## src/rtl/frame_swap_pkg.sv

```systemverilog
// Shared constants for the frame swap controller: FSM encodings,
// register map, CTRL bit positions and the STATUS payload layout.
package frame_swap_pkg;

    localparam int unsigned AVL_ADDR_W = 2;
    localparam int unsigned AVL_DATA_W = 32;

    localparam logic [1:0] ST_IDLE    = 2'd0;
    localparam logic [1:0] ST_PENDING = 2'd1;
    localparam logic [1:0] ST_COMMIT  = 2'd2;

    localparam logic [AVL_ADDR_W-1:0] REG_CTRL   = 2'd0;
    localparam logic [AVL_ADDR_W-1:0] REG_STATUS = 2'd1;
    localparam logic [AVL_ADDR_W-1:0] REG_BASE1  = 2'd2;
    localparam logic [AVL_ADDR_W-1:0] REG_IRQ    = 2'd3;

    localparam int unsigned CTRL_SWAP_BIT    = 0;
    localparam int unsigned CTRL_AUTO_EN_BIT = 1;
    localparam int unsigned CTRL_PERIOD_LSB  = 4;
    localparam int unsigned CTRL_PERIOD_W    = 4;

    typedef struct packed {
        logic [15:0] frame_count;
        logic [13:0] rsvd;
        logic        pending;
        logic        front_sel;
    } status_t;

endpackage

```

## src/rtl/frame_swap_ctrl_if.sv

```systemverilog
// Avalon register-block bus between the slave decode and the swap controller.
interface frame_swap_ctrl_if;
    import frame_swap_pkg::*;

    logic                  AVL_CS;
    logic                  AVL_READ;
    logic                  AVL_WRITE;
    logic [AVL_ADDR_W-1:0] AVL_ADDR;
    logic [AVL_DATA_W-1:0] AVL_WRITEDATA;
    logic [AVL_DATA_W-1:0] AVL_READDATA;

    modport master (
        output AVL_CS, AVL_READ, AVL_WRITE, AVL_ADDR, AVL_WRITEDATA,
        input  AVL_READDATA
    );

    modport slave (
        input  AVL_CS, AVL_READ, AVL_WRITE, AVL_ADDR, AVL_WRITEDATA,
        output AVL_READDATA
    );

endinterface

```

## src/rtl/frame_swap_regs.sv

```systemverilog
// Register block of the frame swap controller: Avalon decode, CTRL/BASE1
// storage, the registered read mux and the sticky swap interrupt.
// Optional feature macro: FRAME_SWAP_IRQ_EN (sticky irq, reg 3 live).
module frame_swap_regs
    import frame_swap_pkg::*;
#(
    parameter int unsigned       ADDR_W        = 17,
    parameter logic [ADDR_W-1:0] BUF1_BASE_DEF = ADDR_W'('h2580),
    parameter int unsigned       FCNT_W        = 16
) (
    input  logic                     clk,
    input  logic                     rst,
    frame_swap_ctrl_if.slave         bus,
    input  logic                     front_sel,
    input  logic                     pending,
    input  logic                     idle,
    input  logic                     commit,
    input  logic [FCNT_W-1:0]        frame_count,
    output logic                     swap_req_c,
    output logic                     auto_en,
    output logic [CTRL_PERIOD_W-1:0] auto_period,
    output logic [ADDR_W-1:0]        base1,
    output logic                     irq
);

    logic                  wr_c;
    logic                  rd_c;
    logic [AVL_DATA_W-1:0] rdata_c;
    status_t               status_c;
    logic                  unused_wdata;

    assign wr_c       = bus.AVL_CS && bus.AVL_WRITE;
    assign rd_c       = bus.AVL_CS && bus.AVL_READ;
    assign swap_req_c = wr_c && (bus.AVL_ADDR == REG_CTRL) && bus.AVL_WRITEDATA[CTRL_SWAP_BIT];
    assign unused_wdata = ^bus.AVL_WRITEDATA[AVL_DATA_W-1:ADDR_W];

    // CTRL and BASE1 storage; BASE1 only moves while no swap is in flight
    always_ff @(posedge clk) begin
        if (rst) begin
            auto_en     <= 1'b0;
            auto_period <= '0;
            base1       <= BUF1_BASE_DEF;
        end else if (wr_c) begin
            if (bus.AVL_ADDR == REG_CTRL) begin
                auto_en     <= bus.AVL_WRITEDATA[CTRL_AUTO_EN_BIT];
                auto_period <= bus.AVL_WRITEDATA[CTRL_PERIOD_LSB +: CTRL_PERIOD_W];
            end
            if ((bus.AVL_ADDR == REG_BASE1) && idle) begin
                base1 <= bus.AVL_WRITEDATA[ADDR_W-1:0];
            end
        end
    end

`ifdef FRAME_SWAP_IRQ_EN
    // Sticky swap interrupt; a coincident commit beats the software clear
    always_ff @(posedge clk) begin
        if (rst) begin
            irq <= 1'b0;
        end else if (commit) begin
            irq <= 1'b1;
        end else if (wr_c && (bus.AVL_ADDR == REG_IRQ)) begin
            irq <= 1'b0;
        end
    end
`else
    logic unused_commit;
    assign unused_commit = commit;
    assign irq = 1'b0;
`endif

    // Read mux; swap_req is self-clearing so CTRL bit0 always reads 0
    always_comb begin
        status_c             = '0;
        status_c.frame_count = 16'(frame_count);
        status_c.pending     = pending;
        status_c.front_sel   = front_sel;
        rdata_c              = '0;
        case (bus.AVL_ADDR)
            REG_CTRL:   rdata_c = {24'h0, auto_period, 2'b00, auto_en, 1'b0};
            REG_STATUS: rdata_c = status_c;
            REG_BASE1:  rdata_c = AVL_DATA_W'(base1);
            REG_IRQ:    rdata_c = {31'h0, irq};
            default:    rdata_c = '0;
        endcase
    end

    // Read data register holds between reads
    always_ff @(posedge clk) begin
        if (rst) begin
            bus.AVL_READDATA <= '0;
        end else if (rd_c) begin
            bus.AVL_READDATA <= rdata_c;
        end
    end

endmodule

```

## src/rtl/frame_swap_ctrl.sv

```systemverilog
// Double-buffer sequencer: tracks front/back buffers and swaps them only
// at frame boundaries, on software request or auto-swap period.
// Optional feature macro: FRAME_SWAP_IRQ_EN (handled in frame_swap_regs).
module frame_swap_ctrl
    import frame_swap_pkg::*;
#(
    parameter int unsigned       ADDR_W        = 17,
    parameter logic [ADDR_W-1:0] BUF1_BASE_DEF = ADDR_W'('h2580),
    parameter int unsigned       FCNT_W        = 16
) (
    input  logic              CLK,
    input  logic              RESET,
    input  logic              frame_end,
    input  logic              wr_busy,
    frame_swap_ctrl_if.slave  avl,
    output logic              front_sel,
    output logic [ADDR_W-1:0] front_base,
    output logic [ADDR_W-1:0] back_base,
    output logic              swap_done,
    output logic              irq
);

    localparam int unsigned ACNT_W = CTRL_PERIOD_W;

    logic [1:0]         state;
    logic [1:0]         state_next;
    logic               swap_req_c;
    logic               auto_en;
    logic [ACNT_W-1:0]  auto_period;
    logic [ACNT_W-1:0]  auto_limit_c;
    logic [ACNT_W-1:0]  auto_cnt;
    logic               auto_hit_c;
    logic [ADDR_W-1:0]  base1;
    logic [FCNT_W-1:0]  frame_count;

    frame_swap_regs #(
        .ADDR_W        (ADDR_W),
        .BUF1_BASE_DEF (BUF1_BASE_DEF),
        .FCNT_W        (FCNT_W)
    ) u_regs (
        .clk         (CLK),
        .rst         (RESET),
        .bus         (avl),
        .front_sel   (front_sel),
        .pending     (state == ST_PENDING),
        .idle        (state == ST_IDLE),
        .commit      (state == ST_COMMIT),
        .frame_count (frame_count),
        .swap_req_c  (swap_req_c),
        .auto_en     (auto_en),
        .auto_period (auto_period),
        .base1       (base1),
        .irq         (irq)
    );

    // A period of 0 behaves as 1 (swap every frame)
    assign auto_limit_c = (auto_period == '0) ? ACNT_W'(1) : auto_period;
    assign auto_hit_c   = frame_end && auto_en && ((auto_cnt + ACNT_W'(1)) == auto_limit_c);

    // Buffer 0 sits at word 0, buffer 1 at the programmable base
    assign front_base = front_sel ? base1 : '0;
    assign back_base  = front_sel ? '0 : base1;

    // State register
    always_ff @(posedge CLK) begin
        if (RESET) begin
            state <= ST_IDLE;
        end else begin
            state <= state_next;
        end
    end

    // Next state: requests only latch in IDLE, commits wait for an idle writer
    always_comb begin
        state_next = state;
        case (state)
            ST_IDLE:    if (swap_req_c || auto_hit_c) state_next = ST_PENDING;
            ST_PENDING: if (frame_end && !wr_busy)    state_next = ST_COMMIT;
            ST_COMMIT:  state_next = ST_IDLE;
            default:    state_next = ST_IDLE;
        endcase
    end

    // Front buffer flips at the end of COMMIT; swap_done marks the COMMIT cycle
    always_ff @(posedge CLK) begin
        if (RESET) begin
            front_sel <= 1'b0;
            swap_done <= 1'b0;
        end else begin
            front_sel <= front_sel ^ (state == ST_COMMIT);
            swap_done <= (state_next == ST_COMMIT);
        end
    end

    // Frame counter and auto-swap period counter
    always_ff @(posedge CLK) begin
        if (RESET) begin
            frame_count <= '0;
            auto_cnt    <= '0;
        end else begin
            if (frame_end) begin
                frame_count <= frame_count + FCNT_W'(1);
            end
            if (!auto_en) begin
                auto_cnt <= '0;
            end else if (frame_end) begin
                auto_cnt <= auto_hit_c ? '0 : auto_cnt + ACNT_W'(1);
            end
        end
    end

endmodule

```

## src/flat_wrapper.sv

```systemverilog
// flat-port wrapper written by rule: the top's interface ports become plain ports
module frame_swap_ctrl_flat import frame_swap_pkg::*;
#(
    parameter int unsigned       ADDR_W        = 17,
    parameter logic [ADDR_W-1:0] BUF1_BASE_DEF = ADDR_W'('h2580),
    parameter int unsigned       FCNT_W        = 16
)
  (CLK, RESET, frame_end, wr_busy, front_sel, front_base, back_base, swap_done, irq, avl_AVL_CS, avl_AVL_READ, avl_AVL_WRITE, avl_AVL_ADDR, avl_AVL_WRITEDATA, avl_AVL_READDATA);
  frame_swap_ctrl_if avl_i ();
  input  logic CLK;
  input  logic RESET;
  input  logic frame_end;
  input  logic wr_busy;
  output logic front_sel;
  output logic [ADDR_W-1:0] front_base;
  output logic [ADDR_W-1:0] back_base;
  output logic swap_done;
  output logic irq;
  input wire logic [$bits(avl_i.AVL_CS)-1:0] avl_AVL_CS;
  input wire logic [$bits(avl_i.AVL_READ)-1:0] avl_AVL_READ;
  input wire logic [$bits(avl_i.AVL_WRITE)-1:0] avl_AVL_WRITE;
  input wire logic [$bits(avl_i.AVL_ADDR)-1:0] avl_AVL_ADDR;
  input wire logic [$bits(avl_i.AVL_WRITEDATA)-1:0] avl_AVL_WRITEDATA;
  output wire logic [$bits(avl_i.AVL_READDATA)-1:0] avl_AVL_READDATA;
  assign avl_i.AVL_CS = avl_AVL_CS;
  assign avl_i.AVL_READ = avl_AVL_READ;
  assign avl_i.AVL_WRITE = avl_AVL_WRITE;
  assign avl_i.AVL_ADDR = avl_AVL_ADDR;
  assign avl_i.AVL_WRITEDATA = avl_AVL_WRITEDATA;
  assign avl_AVL_READDATA = avl_i.AVL_READDATA;
  frame_swap_ctrl #(.ADDR_W(ADDR_W), .BUF1_BASE_DEF(BUF1_BASE_DEF), .FCNT_W(FCNT_W)) u_core (.CLK(CLK), .RESET(RESET), .frame_end(frame_end), .wr_busy(wr_busy), .avl(avl_i), .front_sel(front_sel), .front_base(front_base), .back_base(back_base), .swap_done(swap_done), .irq(irq));
endmodule
```

## config.mk

```make
export PLATFORM = sky130hd
export DESIGN_NAME = frame_swap_ctrl_flat
export DESIGN_NICKNAME = d
export VERILOG_FILES = /design/src/rtl/frame_swap_pkg.sv /design/src/rtl/frame_swap_ctrl_if.sv /design/src/rtl/frame_swap_regs.sv /design/src/rtl/frame_swap_ctrl.sv /design/src/flat_wrapper.sv
export SDC_FILE = /design/constraint.sdc
export NUM_CORES = 1
export LEC_CHECK = 0
export CAP_MARGIN = 20
export CORE_MARGIN = 1
export CORE_UTILIZATION = 50
export CTS_BUF_LIST = sky130_fd_sc_hd__clkbuf_16
export CTS_CLUSTER_DIAMETER = 50
export CTS_CLUSTER_SIZE = 10
export DETAILED_ROUTE_END_ITERATION = 12
export PLACE_DENSITY = 0.86
export SLEW_MARGIN = 5
export SYNTH_ARGS = -nofsm -noshare
export SYNTH_HDL_FRONTEND = slang
export SYNTH_HIERARCHICAL = 1
export SYNTH_SLANG_ARGS = --single-unit
```

## constraint.sdc

```tcl
create_clock -name CLK -period 4.6 [get_ports CLK]
set_input_delay 0.69 -clock CLK [delete_from_list [all_inputs] [get_ports CLK]]
set_output_delay 0.69 -clock CLK [all_outputs]
set_load 0.005 [all_outputs]
```

==> implementation parameters, run 1 <==
Parameter                              Value

Timing
  Max Clock Freq    approximately 0.4 GHz
  Final hold vios    0
  Count of final setup violators    0
  Post-route minimum period    ~2.5 ns
  Relative max-transition margin    0.322
  Final Max Tran Viols    0
  Final sum of negative setup slack    0 ns
  Ratio of final minimum period to clock period    0.541
  Final worst-path setup slack    ~2.1 ns
  WHS    between 0.4 and 0.5 ns
  Final worst clock skew    between 0.009 and 0.01 ns
  Transition time at the pin with the least slew margin    between 1 and 1.5 ns
  RSZ-0062 raised after global routing    false

Clock network
  Htree depth    3
  CTS max path bufs    2
  Post-CTS Setup Repair Bufs    0
  Count of clock tree sinks    just under 80
  TritonCTS clock tree    done
  Reg clk slew, reported paths    around 0.06 ns
  Clock latency on the worst-skew pair    about 0.33 ns
  Number of clock buffers inserted by TritonCTS    9
  Root buffer selected by CTS    clkbuf_16
  CTS resizes    0
  Number of hold buffers added after CTS    0

Hold path
  Worst hold path stage count    2
  Worst min path class    flop to flop
  Terminating pin of the worst hold path    u_core/u_regs/bus.AVL_READDATA[6]
  Min-delay src    u_core/u_regs/bus.AVL_READDATA[6]

Place
  Port Buf Inserts    93
  Post-Place Setup Slack    about 1.8 ns
  Final HPWL from detailed placement    5840 um
  Last weighted congestion value of the routability-driven placer    0.910
  Dpl cell area    around 0.0045 mm2

Die
  Num ports    110
  Die Span X    approximately 86 um
  Core footprint    between 0.006 and 0.007 mm2
  Std cell rows    30
  Area of the die    0.00747 mm2
  Die height    about 86 um
  Effective utilization at floorplan    0.521

Final layout
  Non-Filler Cell Area, Final    between 0.004 and 0.005 mm2
  Total number of nets in the final design    between 500 and 600
  Layout-stage area growth over the synthesis result    35.0%
  Share of layout cells above drive strength 1    0.0544
  Ant. Diodes    0
  Filler Cells Inserted    about 530

Power
  Max rail drop VDD    200 uV
  Clock network power share    0.465
  Combinational cell fraction of total power    0.065
  Sw frac    0.219
  Standby leakage power    1.70 nW
  Part of the total power dissipated in sequential elements    0.471
  Internal power    1.15 mW
  Switching power summed over all nets    between 0.3 and 0.4 mW
  Power density cells    around 310 mW/mm2
  Power consumption    roughly 1.5 mW

Logic synthesis
  Synth top area cells    dfxtp_1 44%, mux2i_1 7.3%, nor2_1 5.7%
  Async SR Flop Fraction    0
  Total number of yosys warnings    6
  Register bit total from synthesis    78
  Cell count after synthesis    390
  Top cells by count, synth    78 x dfxtp_1, 54 x nor2_1, 32 x nand2b_1
  Net count of the mapped netlist    roughly 430
  Post-synthesis sequential area ratio    0.438
  Netlist area before placement    roughly 0.0036 mm2
  Most frequent cell after synthesis    dfxtp_1
  EDFF count, synth    0
  Distinct cell type count of the synthesized netlist    between 40 and 50
  Proportion of netlist area held by the largest area contributor    0.438
  Main flop type after synthesis    dfxtp_1
  Cell type with the largest total area after synthesis    dfxtp_1
  Post-synthesis area per instance    9.13 um2

Worst setup path
  Data arrival time at the worst-slack endpoint    between 2 and 3 ns
  Kind of start point of the critical path    input port
  Reg2Reg Depth    5
  Internal reg-to-reg setup slack    around 2.8 ns
  Required time reported for the critical path endpoint    a little under 5 ns
  Critical Path End Type    flop
  Maximum fanout along the worst path    29
  Critical R2R Capture    u_core/auto_cnt[0]
  Critical path class    input port to flop
  Reg-to-reg startpoint    u_core/auto_cnt[0]

Detailed routing
  DR iter-0 viols    around 160
  First-pass detailed-route iteration total    5
  Aggregate routed wire length    between 8000 and 9000 um
  Routed length per placed instance    between 10 and 15 um
  Remaining antenna violation count after routing    0
  Residual DRC count    0
  Via count normalized by instance count    between 5 and 6
  Via count    3077

GRT
  Grt ovf    0
  Aggregate global-route resource usage    0.233
  Largest net degree at the start of global routing    just under 70
  Antenna violations before repair    0
  Via count of the first global-routing pass    ~2.9k
  First-pass GRT wire length    about 14000 um

Run status
  Status    completed

Flow run
  Number of maximum-capacitance violations    0
==> per-layer routing <==
metal  global-route usage  share of wire  vias up
met4               0.0848          0.010        0
met2                0.395           0.52      110
met3               0.0505          0.058       11
li1                     -              -     1518
met5                    0              0        -
met1                0.292           0.41     1438
==> flip-flops by register name (all words and copies together) (netlist names), 2 cells and up <==
signal	flops
u_core/auto_cnt	4
u_core/frame_count	16
u_core/state	2
u_core/u_regs/auto_period	4
u_core/u_regs/base1	17
u_core/u_regs/bus.AVL_READDATA	32
==> cell type report <==
class	count	area (um2)	area share
sequential	78	1560	0.325
inverter	3	11.3	0.00234
tap	96	120	0.0250
clock inverter	7	65.1	0.0135
multi-input combinational	285	1860	0.387
timing repair buffer	96	966	0.201
clock buffer	9	225	0.0468
==> worst max-delay path, cell delays in order <==
cell             delay [ns]
clkdlybuf4s50_1        0.60
nand2_1                0.64
or3_1                  0.59
o21ai_0                0.21
==> kinds of logic after synthesis <==
kind of cell | share of synthesized area
other | 0.00105
DFF | 0.438
muxes | 0.0762
buffers and inverters | 0.0397
adders and majority gates | 0.00702
and+or+nand+nor | 0.290
AOI/OAI and AO/OA | 0.106
xor gates and xnor gates | 0.0407
==> cell usage in the layout (no fill, tap or decap), types with 5 or more instances in the layout <==
cell	instances
clkbuf_16	10
clkdlybuf4s50_1	92
nand2_1	16
and2_1	21
xor2_1	8
a22oi_1	25
dfxtp_1	78
o21ai_0	5
mux2i_1	26
a21oi_1	9
nand2b_1	32
nor2_1	54
xnor2_1	6
nor2b_1	22
nand4_1	9
==> how the worst max path moves through the flow <==
stage / start / cells past startpoint / end
2_1_floorplan: avl_AVL_ADDR[1] / 5 / u_core/state[0]
3_3_place_gp: avl_AVL_CS / 4 / u_core/u_regs/bus.AVL_READDATA[5]
3_5_place_dp: avl_AVL_CS / 4 / u_core/u_regs/bus.AVL_READDATA[5]
4_1_cts: u_core/front_sel / 2 / front_base[5]
5_1_grt: avl_AVL_CS / 4 / u_core/u_regs/bus.AVL_READDATA[5]
6_report: avl_AVL_CS / 4 / u_core/u_regs/bus.AVL_READDATA[5]
==> through the flow <==
step | util | instances
after floorplan | - | 390
after global placement | 0.658 | 557
after detailed placement | 0.658 | 557
after CTS | 0.700 | 573
after global routing | 0.704 | 574
final | 0.704 | 574
==> power groups by stage <==
stage	clock network [mW]	registers (mW)	logic [mW]
2_1_floorplan	0	0.705	0.0540
3_3_place_gp	0	0.707	0.0910
3_5_place_dp	0	0.708	0.0935
4_1_cts	0.693	0.693	0.0942
5_1_grt	0.722	0.694	0.103
6_report	0.684	0.693	0.0949
No activity file was read; power rests on OpenSTA's default activity.
==> run 2, diff against run 1 <==
--- a/config.mk
+++ b/config.mk
@@ -7,12 +7,12 @@
 export LEC_CHECK = 0
 export CAP_MARGIN = 20
 export CORE_MARGIN = 1
-export CORE_UTILIZATION = 50
+export CORE_UTILIZATION = 47
 export CTS_BUF_LIST = sky130_fd_sc_hd__clkbuf_16
 export CTS_CLUSTER_DIAMETER = 50
 export CTS_CLUSTER_SIZE = 10
 export DETAILED_ROUTE_END_ITERATION = 12
-export PLACE_DENSITY = 0.86
+export PLACE_DENSITY = 0.81
 export SLEW_MARGIN = 5
 export SYNTH_ARGS = -nofsm -noshare
 export SYNTH_HDL_FRONTEND = slang
==> constraint.sdc (replaced) <==
create_clock -name CLK -period 2.32 [get_ports CLK]
set_input_delay 0.348 -clock CLK [delete_from_list [all_inputs] [get_ports CLK]]
set_output_delay 0.348 -clock CLK [all_outputs]
set_load 0.005 [all_outputs]
==> implementation parameters, run 2 (synthesis results as in run 1) <==
Parameter                              Value

Clock network
  Number of hold buffers added after CTS    0 (unchanged)
  CTS max path bufs    2 (unchanged)
  Root buffer selected by CTS    clkbuf_16 (unchanged)
  Reg clk slew, reported paths    0.06 ns (about the same)
  Number of clock buffers inserted by TritonCTS    9 (unchanged)
  Clock latency on the worst-skew pair    0.33 ns (about the same)
  Htree depth    3 (unchanged)
  Post-CTS Setup Repair Bufs    0 (unchanged)
  TritonCTS clock tree    done (unchanged)
  Count of clock tree sinks    78 (unchanged)
  CTS resizes    0 (unchanged)

Worst setup path
  Maximum fanout along the worst path    37 (was 29)
  Kind of start point of the critical path    flop (was input port)
  Data arrival time at the worst-slack endpoint    1.65 ns (was 2.73 ns)
  Required time reported for the critical path endpoint    1.97 ns (was 4.84 ns)
  Critical path class    flop to output pin (was input port to flop)
  Internal reg-to-reg setup slack    0.56 ns (was 2.81 ns)
  Critical Path Sink    front_base[5] (was u_core/u_regs/bus.AVL_READDATA[5])
  Critical Path End Type    output pin (was flop)
  Critical R2R Capture    u_core/auto_cnt[1] (was u_core/auto_cnt[0])
  Reg2Reg Depth    5 (unchanged)
  Crit. Startpoint    u_core/front_sel (was avl_AVL_CS)
  Reg-to-reg startpoint    u_core/auto_cnt[0] (unchanged)

Place
  Last weighted congestion value of the routability-driven placer    0.869 (was 0.910)
  Final HPWL from detailed placement    6010 um (was 5840 um)
  Port Buf Inserts    93 (unchanged)
  Placed Cells    567 (was 557)
  Post-Place Setup Slack    0.318 ns (was 1.83 ns)
  Dpl cell area    0.00455 mm2 (was 0.00449 mm2)

Power
  Internal power    2.41 mW (was 1.15 mW)
  Standby leakage power    1.74 nW (was 1.70 nW)
  Max rail drop VDD    437 uV (was 200 uV)
  Clock network power share    0.490 (was 0.465)
  Power density cells    631 mW/mm2 (was 306 mW/mm2)
  Part of the total power dissipated in sequential elements    0.446 (was 0.471)
  Power consumption    3.08 mW (was 1.47 mW)
  Switching power summed over all nets    0.671 mW (was 0.322 mW)
  Combinational cell fraction of total power    0.064 (was 0.065)
  Sw frac    0.218 (was 0.219)

Final layout
  Largest registers ranked by flip-flop count    u_core/u_regs/bus.AVL_READDATA (32), u_core/u_regs/base1 (17), u_core/frame_count (16) (unchanged)
  Max FFs per register    32 (unchanged)
  Top register by number of flip-flops    u_core/u_regs/bus.AVL_READDATA (unchanged)
  Leading cell types in the layout, fill and taps excluded    92 x clkdlybuf4s50_1, 78 x dfxtp_1, 54 x nor2_1 (unchanged)
  Ant. Diodes    0 (unchanged)
  Most common library cell in the layout ignoring fill and taps    clkdlybuf4s50_1 (unchanged)
  Share of layout cells above drive strength 1    0.0682 (was 0.0544)
  Layout Utilization    0.668 (was 0.704)
  Total number of nets in the final design    522 (was 516)
  Layout-stage area growth over the synthesis result    36.8% (was 35.0%)
  Filler-free cell count of the finished design    583 (was 574)
  Non-Filler Cell Area, Final    0.00487 mm2 (was 0.00481 mm2)

Timing
  Ratio of final minimum period to clock period    0.861
  WHS    0.472 ns (was 0.482 ns)
  Transition time at the pin with the least slew margin    0.556 ns (was 1.02 ns)
  Final hold vios    0 (unchanged)
  Final worst-path setup slack    0.323 ns (was 2.11 ns)
  Final worst clock skew    0.00603 ns (was 0.00977 ns)
  Relative max-transition margin    0.630 (was 0.322)
  RSZ-0062 raised after global routing    false (unchanged)
  Final Max Tran Viols    0 (unchanged)
  Post-route minimum period    between 1.5 and 2 ns
  Max Clock Freq    between 0.5 and 0.6 GHz
  Final sum of negative setup slack    0 ns (unchanged)
  Count of final setup violators    0 (unchanged)

GRT
  Antenna violations before repair    0 (unchanged)
  Aggregate global-route resource usage    0.235 (was 0.233)
  Grt ovf    0 (unchanged)
  Largest net degree at the start of global routing    38 (was 69)
  Via count of the first global-routing pass    2901 (was 2852)
  First-pass GRT wire length    14200 um (was 13600 um)

Die
  Die height    89.1 um (was 86.4 um)
  Area of the die    0.00793 mm2 (was 0.00747 mm2)
  Die Span X    89.1 um (was 86.4 um)
  Std cell rows    31 (was 30)
  Effective utilization at floorplan    0.489 (was 0.521)
  Core footprint    0.00729 mm2 (was 0.00683 mm2)
  Num ports    110 (unchanged)

Detailed routing
  Remaining antenna violation count after routing    0 (unchanged)
  Residual DRC count    0 (unchanged)
  Via count    3112 (was 3077)
  First-pass detailed-route iteration total    4 (was 5)
  Aggregate routed wire length    8790 um (was 8460 um)
  Routed length per placed instance    15.1 um (was 14.7 um)
  Via count normalized by instance count    5.34 (was 5.36)
  DR iter-0 viols    141 (was 161)

Flow run
  Number of maximum-capacitance violations    0 (unchanged)

Hold path
  Worst min path class    flop to flop (unchanged)
  Worst hold path stage count    2 (unchanged)

Run status
  Status    completed (unchanged)
run 2: cell types whose count changed in the layout (fill, tap and decap cells not counted), sizes merged:
cell,previous run,this run
buf,3,10
inv,3,6
bufinv,1,2
clkbuf,10,9
clkinv,6,1
clkinvlp,0,1
run 2: critical path: stages (launching register included):
cell and delay (ns):
dfxtp_1 0.31, buf_4 0.30, and2_1 0.17, clkdlybuf4s50_1 0.52
run 2: cell type report:
type / count / area, um2
Clock buffer: 9 / 225
Clock inverter: 7 / 97.6
Fill cell: 602 / 2420
Inverter: 3 / 11.3
Multi-Input combinational cell: 285 / 1860
Sequential cell: 78 / 1560
Tap cell: 99 / 124
Timing Repair Buffer: 102 / 993
run 2: how the worst min path moves through the flow:
stage	start	end	slack, ns
detailed placement	u_core/u_regs/bus.AVL_READDATA[5]	u_core/u_regs/bus.AVL_READDATA[5]	0.46
floorplan	u_core/u_regs/bus.AVL_READDATA[4]	u_core/u_regs/bus.AVL_READDATA[4]	0.45
finish	u_core/u_regs/bus.AVL_READDATA[7]	u_core/u_regs/bus.AVL_READDATA[7]	0.47
global placement	u_core/u_regs/bus.AVL_READDATA[5]	u_core/u_regs/bus.AVL_READDATA[5]	0.45
CTS	u_core/u_regs/bus.AVL_READDATA[7]	u_core/u_regs/bus.AVL_READDATA[7]	0.47
global route	u_core/u_regs/bus.AVL_READDATA[6]	u_core/u_regs/bus.AVL_READDATA[6]	0.49
run 2: power by group through the flow:
stage               sequential (mW)  clock (mW)  combinational, mW
global route                   1.37        1.59              0.215
global placement               1.40           0              0.188
finish                         1.37        1.51              0.197
floorplan                      1.40           0              0.107
detailed placement             1.40           0              0.195
CTS                            1.37        1.54              0.197
run 2: routing by layer:
| layer | track usage | wire, um | up-vias |
|---|---|---|---|
| met5 | 0 | 0 | - |
| met4 | 0.0837 | 60 | 0 |
| met3 | 0.0323 | 377 | 6 |
| met2 | 0.416 | 4510 | 81 |
| met1 | 0.293 | 3850 | 1494 |
| li1 | - | - | 1531 |
